==> config.mk <==
export PLATFORM = sky130hd
export DESIGN_NAME = user_uart_tx_cfg
export DESIGN_NICKNAME = d
export VERILOG_FILES = /design/src/rtl/user_uart_tx_cfg.sv
export SDC_FILE = /design/constraint.sdc
export NUM_CORES = 2
export LEC_CHECK = 0
export BUFFER_PORTS_ARGS = -buffer_cell sky130_fd_sc_hd__buf_2
export CAP_MARGIN = 10
export CORE_ASPECT_RATIO = 1.2
export CORE_MARGIN = 2
export CORE_UTILIZATION = 55
export DETAILED_ROUTE_END_ITERATION = 8
export GPL_ROUTABILITY_DRIVEN = 0
export GPL_TIMING_DRIVEN = 0
export MAX_ROUTING_LAYER = met4
export PLACE_DENSITY = 0.7
export RECOVER_POWER = 50
export SLEW_MARGIN = 20
export SYNTH_ARGS = -nofsm -noshare
export SYNTH_HDL_FRONTEND = slang
export SYNTH_SLANG_ARGS = --single-unit
==> constraint.sdc <==
create_clock -name clk -period 7.25 [get_ports clk]
set_clock_uncertainty 0.2 [all_clocks]
set_input_delay 0.3625 -clock clk [delete_from_list [all_inputs] [get_ports clk]]
set_output_delay 0.3625 -clock clk [all_outputs]
set_load 0.02 [all_outputs]
==> src/rtl/user_uart_tx_cfg.sv <==
// Runtime-configurable UART transmitter with a parametrised byte FIFO on a naive_bus slave port.
// Register map: DATA 0x0 (push / fifo_len), CTRL 0x4 (divisor, framing, enable, flush), STATUS 0x8.
module user_uart_tx_cfg #(
  parameter int unsigned FIFO_AW         = 8,
  parameter int unsigned DEFAULT_CLK_DIV = 434
) (
  input  logic        clk,
  input  logic        rst_n,
  input  logic        rd_req,
  output logic        rd_gnt,
  input  logic [31:0] rd_addr,
  output logic [31:0] rd_data,
  input  logic        wr_req,
  output logic        wr_gnt,
  input  logic [31:0] wr_addr,
  input  logic [31:0] wr_data,
  input  logic [3:0]  wr_be,
  output logic        o_uart_tx
);

  localparam int unsigned Depth = 2 ** FIFO_AW;
  localparam logic [FIFO_AW:0] FullLen = {1'b1, {FIFO_AW{1'b0}}};

  typedef enum logic [2:0] {StIdle, StLoad, StStart, StData, StParity, StStop} state_e;

  logic [15:0]      clk_div_q;
  logic             par_en_q, par_odd_q, stop2_q, tx_en_q;
  logic [FIFO_AW:0] wr_ptr_q, rd_ptr_q, fifo_len;
  logic [7:0]       mem [Depth];
  logic [7:0]       ram_rd_q;
  logic             full, empty, push, pop, flush, ctrl_wr;
  logic             wr_dec, rd_dec;
  logic [31:0]      rd_val;

  state_e      state_q, state_d;
  logic [15:0] cnt_q, cnt_d, div_q, div_d;
  logic [7:0]  shreg_q, shreg_d;
  logic [2:0]  bit_q, bit_d;
  logic        par_q, par_d, fr_par_en_q, fr_par_en_d, fr_stop2_q, fr_stop2_d;
  logic        stop_cnt_q, stop_cnt_d, bit_end;

  assign fifo_len = wr_ptr_q - rd_ptr_q;
  assign full     = (fifo_len == FullLen);
  assign empty    = (fifo_len == '0);

  assign wr_dec  = (wr_addr[31:4] == 28'd0);
  assign rd_dec  = (rd_addr[31:4] == 28'd0);
  // Only a byte push into a full FIFO stalls; everything else is granted at once.
  assign wr_gnt  = wr_req & ~(wr_dec & (wr_addr[3:2] == 2'd0) & wr_be[0] & full);
  assign push    = wr_gnt & wr_dec & (wr_addr[3:2] == 2'd0) & wr_be[0];
  assign ctrl_wr = wr_gnt & wr_dec & (wr_addr[3:2] == 2'd1);
  assign flush   = ctrl_wr & wr_be[2] & wr_data[20];
  assign pop     = (state_q == StLoad);
  assign rd_gnt  = rd_req;

  always_ff @(posedge clk or negedge rst_n) begin
    if (!rst_n) begin
      wr_ptr_q <= '0;
      rd_ptr_q <= '0;
    end else begin
      if (push) wr_ptr_q <= wr_ptr_q + 1'b1;
      // Flush takes the pre-push write pointer so a same-cycle push survives.
      if (flush)    rd_ptr_q <= wr_ptr_q;
      else if (pop) rd_ptr_q <= rd_ptr_q + 1'b1;
    end
  end

  always_ff @(posedge clk) begin
    if (push) mem[wr_ptr_q[FIFO_AW-1:0]] <= wr_data[7:0];
    ram_rd_q <= mem[rd_ptr_q[FIFO_AW-1:0]];
  end

  always_ff @(posedge clk or negedge rst_n) begin
    if (!rst_n) begin
      clk_div_q <= 16'(DEFAULT_CLK_DIV);
      par_en_q  <= 1'b0;
      par_odd_q <= 1'b0;
      stop2_q   <= 1'b0;
      tx_en_q   <= 1'b1;
    end else if (ctrl_wr) begin
      if (wr_be[0]) clk_div_q[7:0]  <= wr_data[7:0];
      if (wr_be[1]) clk_div_q[15:8] <= wr_data[15:8];
      if (wr_be[2]) begin
        par_en_q  <= wr_data[16];
        par_odd_q <= wr_data[17];
        stop2_q   <= wr_data[18];
        tx_en_q   <= wr_data[19];
      end
    end
  end

  always_comb begin
    rd_val = '0;
    if (rd_dec) begin
      unique case (rd_addr[3:2])
        2'd0: rd_val[FIFO_AW:0] = fifo_len;
        2'd1: rd_val = {12'd0, tx_en_q, stop2_q, par_odd_q, par_en_q, clk_div_q};
        2'd2: begin
          rd_val[FIFO_AW:0] = fifo_len;
          rd_val[24]        = full;
          rd_val[25]        = empty;
          rd_val[26]        = (state_q != StIdle);
        end
        default: rd_val = '0;
      endcase
    end
  end

  always_ff @(posedge clk or negedge rst_n) begin
    if (!rst_n) rd_data <= '0;
    else        rd_data <= rd_req ? rd_val : 32'd0;
  end

  assign bit_end = (cnt_q == div_q - 16'd1);

  always_comb begin
    state_d     = state_q;
    cnt_d       = cnt_q;
    div_d       = div_q;
    shreg_d     = shreg_q;
    bit_d       = bit_q;
    par_d       = par_q;
    fr_par_en_d = fr_par_en_q;
    fr_stop2_d  = fr_stop2_q;
    stop_cnt_d  = stop_cnt_q;
    o_uart_tx   = 1'b1;
    if (state_q != StIdle && state_q != StLoad) cnt_d = bit_end ? 16'd0 : cnt_q + 16'd1;
    unique case (state_q)
      StIdle: if (tx_en_q && !empty && !flush) state_d = StLoad;
      StLoad: begin
        // Frame config is frozen here; later CTRL writes only affect the next frame.
        shreg_d     = ram_rd_q;
        div_d       = (clk_div_q < 16'd4) ? 16'd4 : clk_div_q;
        par_d       = (^ram_rd_q) ^ par_odd_q;
        fr_par_en_d = par_en_q;
        fr_stop2_d  = stop2_q;
        cnt_d       = '0;
        bit_d       = '0;
        stop_cnt_d  = 1'b0;
        state_d     = StStart;
      end
      StStart: begin
        o_uart_tx = 1'b0;
        if (bit_end) state_d = StData;
      end
      StData: begin
        o_uart_tx = shreg_q[0];
        if (bit_end) begin
          shreg_d = shreg_q >> 1;
          bit_d   = bit_q + 3'd1;
          if (bit_q == 3'd7) state_d = fr_par_en_q ? StParity : StStop;
        end
      end
      StParity: begin
        o_uart_tx = par_q;
        if (bit_end) state_d = StStop;
      end
      StStop: begin
        if (bit_end) begin
          if (fr_stop2_q && !stop_cnt_q) stop_cnt_d = 1'b1;
          else                           state_d    = StIdle;
        end
      end
      default: state_d = StIdle;
    endcase
  end

  always_ff @(posedge clk or negedge rst_n) begin
    if (!rst_n) begin
      state_q     <= StIdle;
      cnt_q       <= '0;
      div_q       <= 16'd4;
      shreg_q     <= '0;
      bit_q       <= '0;
      par_q       <= 1'b0;
      fr_par_en_q <= 1'b0;
      fr_stop2_q  <= 1'b0;
      stop_cnt_q  <= 1'b0;
    end else begin
      state_q     <= state_d;
      cnt_q       <= cnt_d;
      div_q       <= div_d;
      shreg_q     <= shreg_d;
      bit_q       <= bit_d;
      par_q       <= par_d;
      fr_par_en_q <= fr_par_en_d;
      fr_stop2_q  <= fr_stop2_d;
      stop_cnt_q  <= stop_cnt_d;
    end
  end

  logic unused_bits;
  assign unused_bits = ^{rd_addr[1:0], wr_addr[1:0], wr_data[31:21], wr_be[3]};

endmodule
==> impl_metrics.yaml <==
logic_synthesis:
  ys_seq_elements: 2167
  ys_warn_count: 0
  synth_top_family_by_area: "multiplexers"
  synth_area_per_cell_um2: 21.33
  synthMuxAreaShare: 0.1746
  synth_simple_gate_area_share: 0.03655
  synthArstFlopShare: 0.05122
  syn_area_um2: 85550
  synth_edf_count: 2048
  synth.distinct_cells: 67
  synth_seq_area_share: 0.7533
  netlist_instances: 4011
  synth_compound_area_frac: 0.01414
  synth-xor-area-share: 0.005119
  ys.flop_type: "edfxtp_1"
  synth_fa_ha_area_frac: 0.002867
clock_network:
  cts_tree: "built"
  cts-root-buf: "clkbuf_16"
  htree_num_levels: 4
  clk_path_buf_depth: 3
  numCtsBuffers: 197
  clock-sinks: 2167
  clkTransAtPathRegs_ps: 60
  worstSkewPairLatency_ps: 880
final_layout:
  drive_gt1_frac: 0.3562
  area_growth_pct: 16.08
  fin_cells: 6807
  nFillCells: 10119
  nets: 4679
worst_setup_path:
  regToRegEndpoint: "mem[182][6]$_DFFE_PP_"
  endpoint_kind: "flip-flop"
  cp_max_fo: 129
  path_class: "primary input to flip-flop"
  critPathSlowestCell: "clkbuf_1"
  reg2reg_depth: 19
  r2r-start: "rd_ptr_q[3]$_DFFE_PN0P_"
  reg2reg_slack_ps: 300
  cp-start-kind: "primary input"
  crit_start: "wr_data[7]"
  cp_cell_sequence: "dlygate4sd3_1 > clkbuf_1 > clkbuf_4"
  max_stage_delay_ps: 4160
  critPathRequiredTime_ps: 7480
  arrival_ps: 7290
global_route:
  globalRouteTotalUtil: 0.3737
  grt_pass1_wl_mm: 381.9
  grt_max_degree: 138
  overflow: 0
  antenna_found_initial: 9
  grt_pass1_vias: 46283
worst_hold_path:
  hold_end: "clk_div_q[2]$_DFFE_PN0P_"
  whs_path_depth: 3
  min_path_type: "primary input to flip-flop"
  hold_start: "wr_be[0]"
placed_design:
  placed_cells: 6399
  dpl.hpwl_mm: 191.1
  pre_cts_slack_ps: -764.2
  numPortBuffers: 113
timing:
  finalWorstSetupSlack_ps: 192.6
  finalMaxSlewViolations: 1591
  fmax_mhz: 141.7
  min_period_ps: 7057
  finalSetupViolCount: 0
  rsz0062_at_grt: "false"
  fin_crit_sh: 0.9734
  tightest_slew_ps: 6323
  hold_ws_ps: 26.68
  hold_violations: 0
  relSlewSlack: -3.216
route:
  routed_wirelength_mm: 283.3
  drcViolationCount: 138
  viasPerCell: 7.028
  post_drt_wl_per_cell_um: 41.61
  first_pass_iters: 9
  drt-initial-drc-count: 8418
  vias: 47838
  antenna_left: 0
die:
  fp.dieH_um: 436.0
  top_level_ports: 139
  initial_core_util: 0.5534
  dieArea_um2: 158700
  fp-row-count: 158
  die_w_um: 364.0
  core_area_um2: 154600
power:
  ir_drop_v: 0.0002247
  leakage_nw: 32.39
  p_per_area_nw_per_um2: 247.3
outcome:
  violations: "design-rule violations, max-capacitance violations, max-slew violations"
  status: "finished with violations"
job:
  max-cap-violations: 17
layout by cell type (no fill, tap or decap), types with 12 or more instances in the layout:
master	count
a21oi_1	42
a22oi_1	28
a31oi_1	12
and2_1	12
buf_12	16
buf_16	34
buf_2	174
buf_4	127
buf_6	12
bufinv_16	23
clkbuf_1	129
clkbuf_16	199
clkbuf_2	88
clkinv_1	40
clkinv_2	30
dfrtp_1	104
dlygate4sd3_1	38
edfxtp_1	2048
ha_1	18
inv_1	17
mux2_2	30
mux4_2	641
nand2_1	132
nand2b_1	12
nand3_1	26
nand4_1	19
nor2_1	72
nor3_1	23
nor3_2	241
nor4_1	20
o21ai_0	36
xnor2_1	35
xor2_1	15
per-stage QoR:
stage / total power [mW] / util / TNS, ps / area [µm²]
after floorplan: 13.97 / - / 0 / 85580
after global placement: 14.21 / 0.5740 / -5520490 / 88740
after detailed placement: 14.21 / 0.5997 / -594920 / 92710
after CTS: 24.50 / 0.6442 / 0 / 99590
after global routing: 25.01 / 0.6423 / 0 / 99300
final: 24.55 / 0.6424 / 0 / 99310
cells by family after synthesis:
family	after synthesis
adders and majority gates	19
AOI/OAI and AO/OA	183
other	1
xor gates and xnor gates	50
and+or+nand+nor	628
muxes	684
buffers and inverters	279
DFF	2167
sequential cells by signal, summed over array words and instances, names as in the netlist, 3 cells and up:
name and cells:
div_q 16, rd_ptr_q 9, ram_rd_q 8, mem 2048, bit_q 3, rd_data 23, state_q 3, clk_div_q 16
cnt_q 16, wr_ptr_q 9, shreg_q 8
worst max-delay path, delay by kind of cell:
| family | cells | cell delay (ps) |
|---|---|---|
| buffers and inverters | 3 | 6580 |
synthesized netlist by cell type, types with 4 or more instances:
library cell | n | area, µm²
dfxtp_1 | 8 | 160.2
xor2_1 | 15 | 131.4
a221oi_1 | 6 | 52.55
edfxtp_1 | 2048 | 61500
nand4_1 | 19 | 118.9
a31oi_1 | 12 | 75.07
nor3_1 | 263 | 1316
nor2b_1 | 9 | 56.30
nand3b_1 | 6 | 45.04
and3_1 | 11 | 68.82
o21ai_0 | 36 | 180.2
or3_1 | 9 | 56.30
dfstp_2 | 7 | 183.9
and2_1 | 12 | 75.07
buf_2 | 40 | 200.2
nor4_1 | 20 | 125.1
clkbuf_1 | 158 | 593.1
nor3b_1 | 10 | 75.07
mux2_4 | 6 | 90.09
mux4_2 | 641 | 14440
xnor2_1 | 35 | 306.5
buf_1 | 50 | 187.7
or4_1 | 7 | 52.55
mux2i_1 | 7 | 70.07
a22oi_1 | 28 | 210.2
mux2_2 | 30 | 337.8
dfrtp_1 | 104 | 2603
nor2_1 | 76 | 285.3
nand2b_1 | 12 | 75.07
or2_2 | 4 | 25.02
nand3_1 | 26 | 130.1
buf_4 | 10 | 75.07
o22a_1 | 7 | 61.31
ha_1 | 18 | 225.2
inv_1 | 17 | 63.81
o22ai_1 | 5 | 31.28
a211oi_1 | 4 | 30.03
a21o_1 | 9 | 67.56
a21oi_1 | 42 | 210.2
a22o_1 | 10 | 87.58
nand2_1 | 132 | 495.5
worst max path at each step:
stage / slack, ps / endpoint
after global routing: 110 / mem[182][4]$_DFFE_PP_
final: 190 / mem[214][7]$_DFFE_PP_
after floorplan: 2310 / mem[107][0]$_DFFE_PP_
after global placement: -3690 / mem[167][4]$_DFFE_PP_
after CTS: 10 / mem[160][6]$_DFFE_PP_
after detailed placement: -760 / mem[214][5]$_DFFE_PP_
report_power, final:
part	leakage, nW	internal, mW	total [mW]	switching [mW]
clock network	3.13	5.92	10.6	4.66
registers	19.9	13.7	13.7	0.00000230
logic	9.31	0.0423	0.263	0.221
metal layers:
layer	up-vias	global-route usage	part of all wire
met1	24695	0.4387	0.32
met5	-	-	0
met3	1069	0.1446	0.14
li1	17945	-	-
met2	4129	0.5317	0.45
met4	0	0.2597	0.091
area by class of cell:
| type | count | area, µm² | share of cell area |
|---|---|---|---|
| plain buffers | 257 | 1246 | 0.01255 |
| flip-flops and latches | 2167 | 64450 | 0.6490 |
| well taps | 2080 | 2603 | 0.02621 |
| inverters | 20 | 75.07 | 0.0007560 |
| clock inverters | 112 | 1219 | 0.01227 |
| diodes | 11 | 27.53 | 0.0002772 |
| multi-input cells | 1573 | 21210 | 0.2135 |
| clock buffers | 247 | 5224 | 0.05260 |
| repair buffers | 340 | 3261 | 0.03283 |
what timing repair did:
| item | 4_1_cts | 5_1_grt |
|---|---|---|
| endpoints found under the setup margin | 1791 | 1450 |
| resized for setup | 11 | 2 |
| endpoints found under the hold margin | 941 | 0 |
| pin swaps | 1 | 0 |
| setup buffers | 1 | 0 |
| hold buffers | 39 | 0 |
No activity file was read; power rests on OpenSTA's default activity.
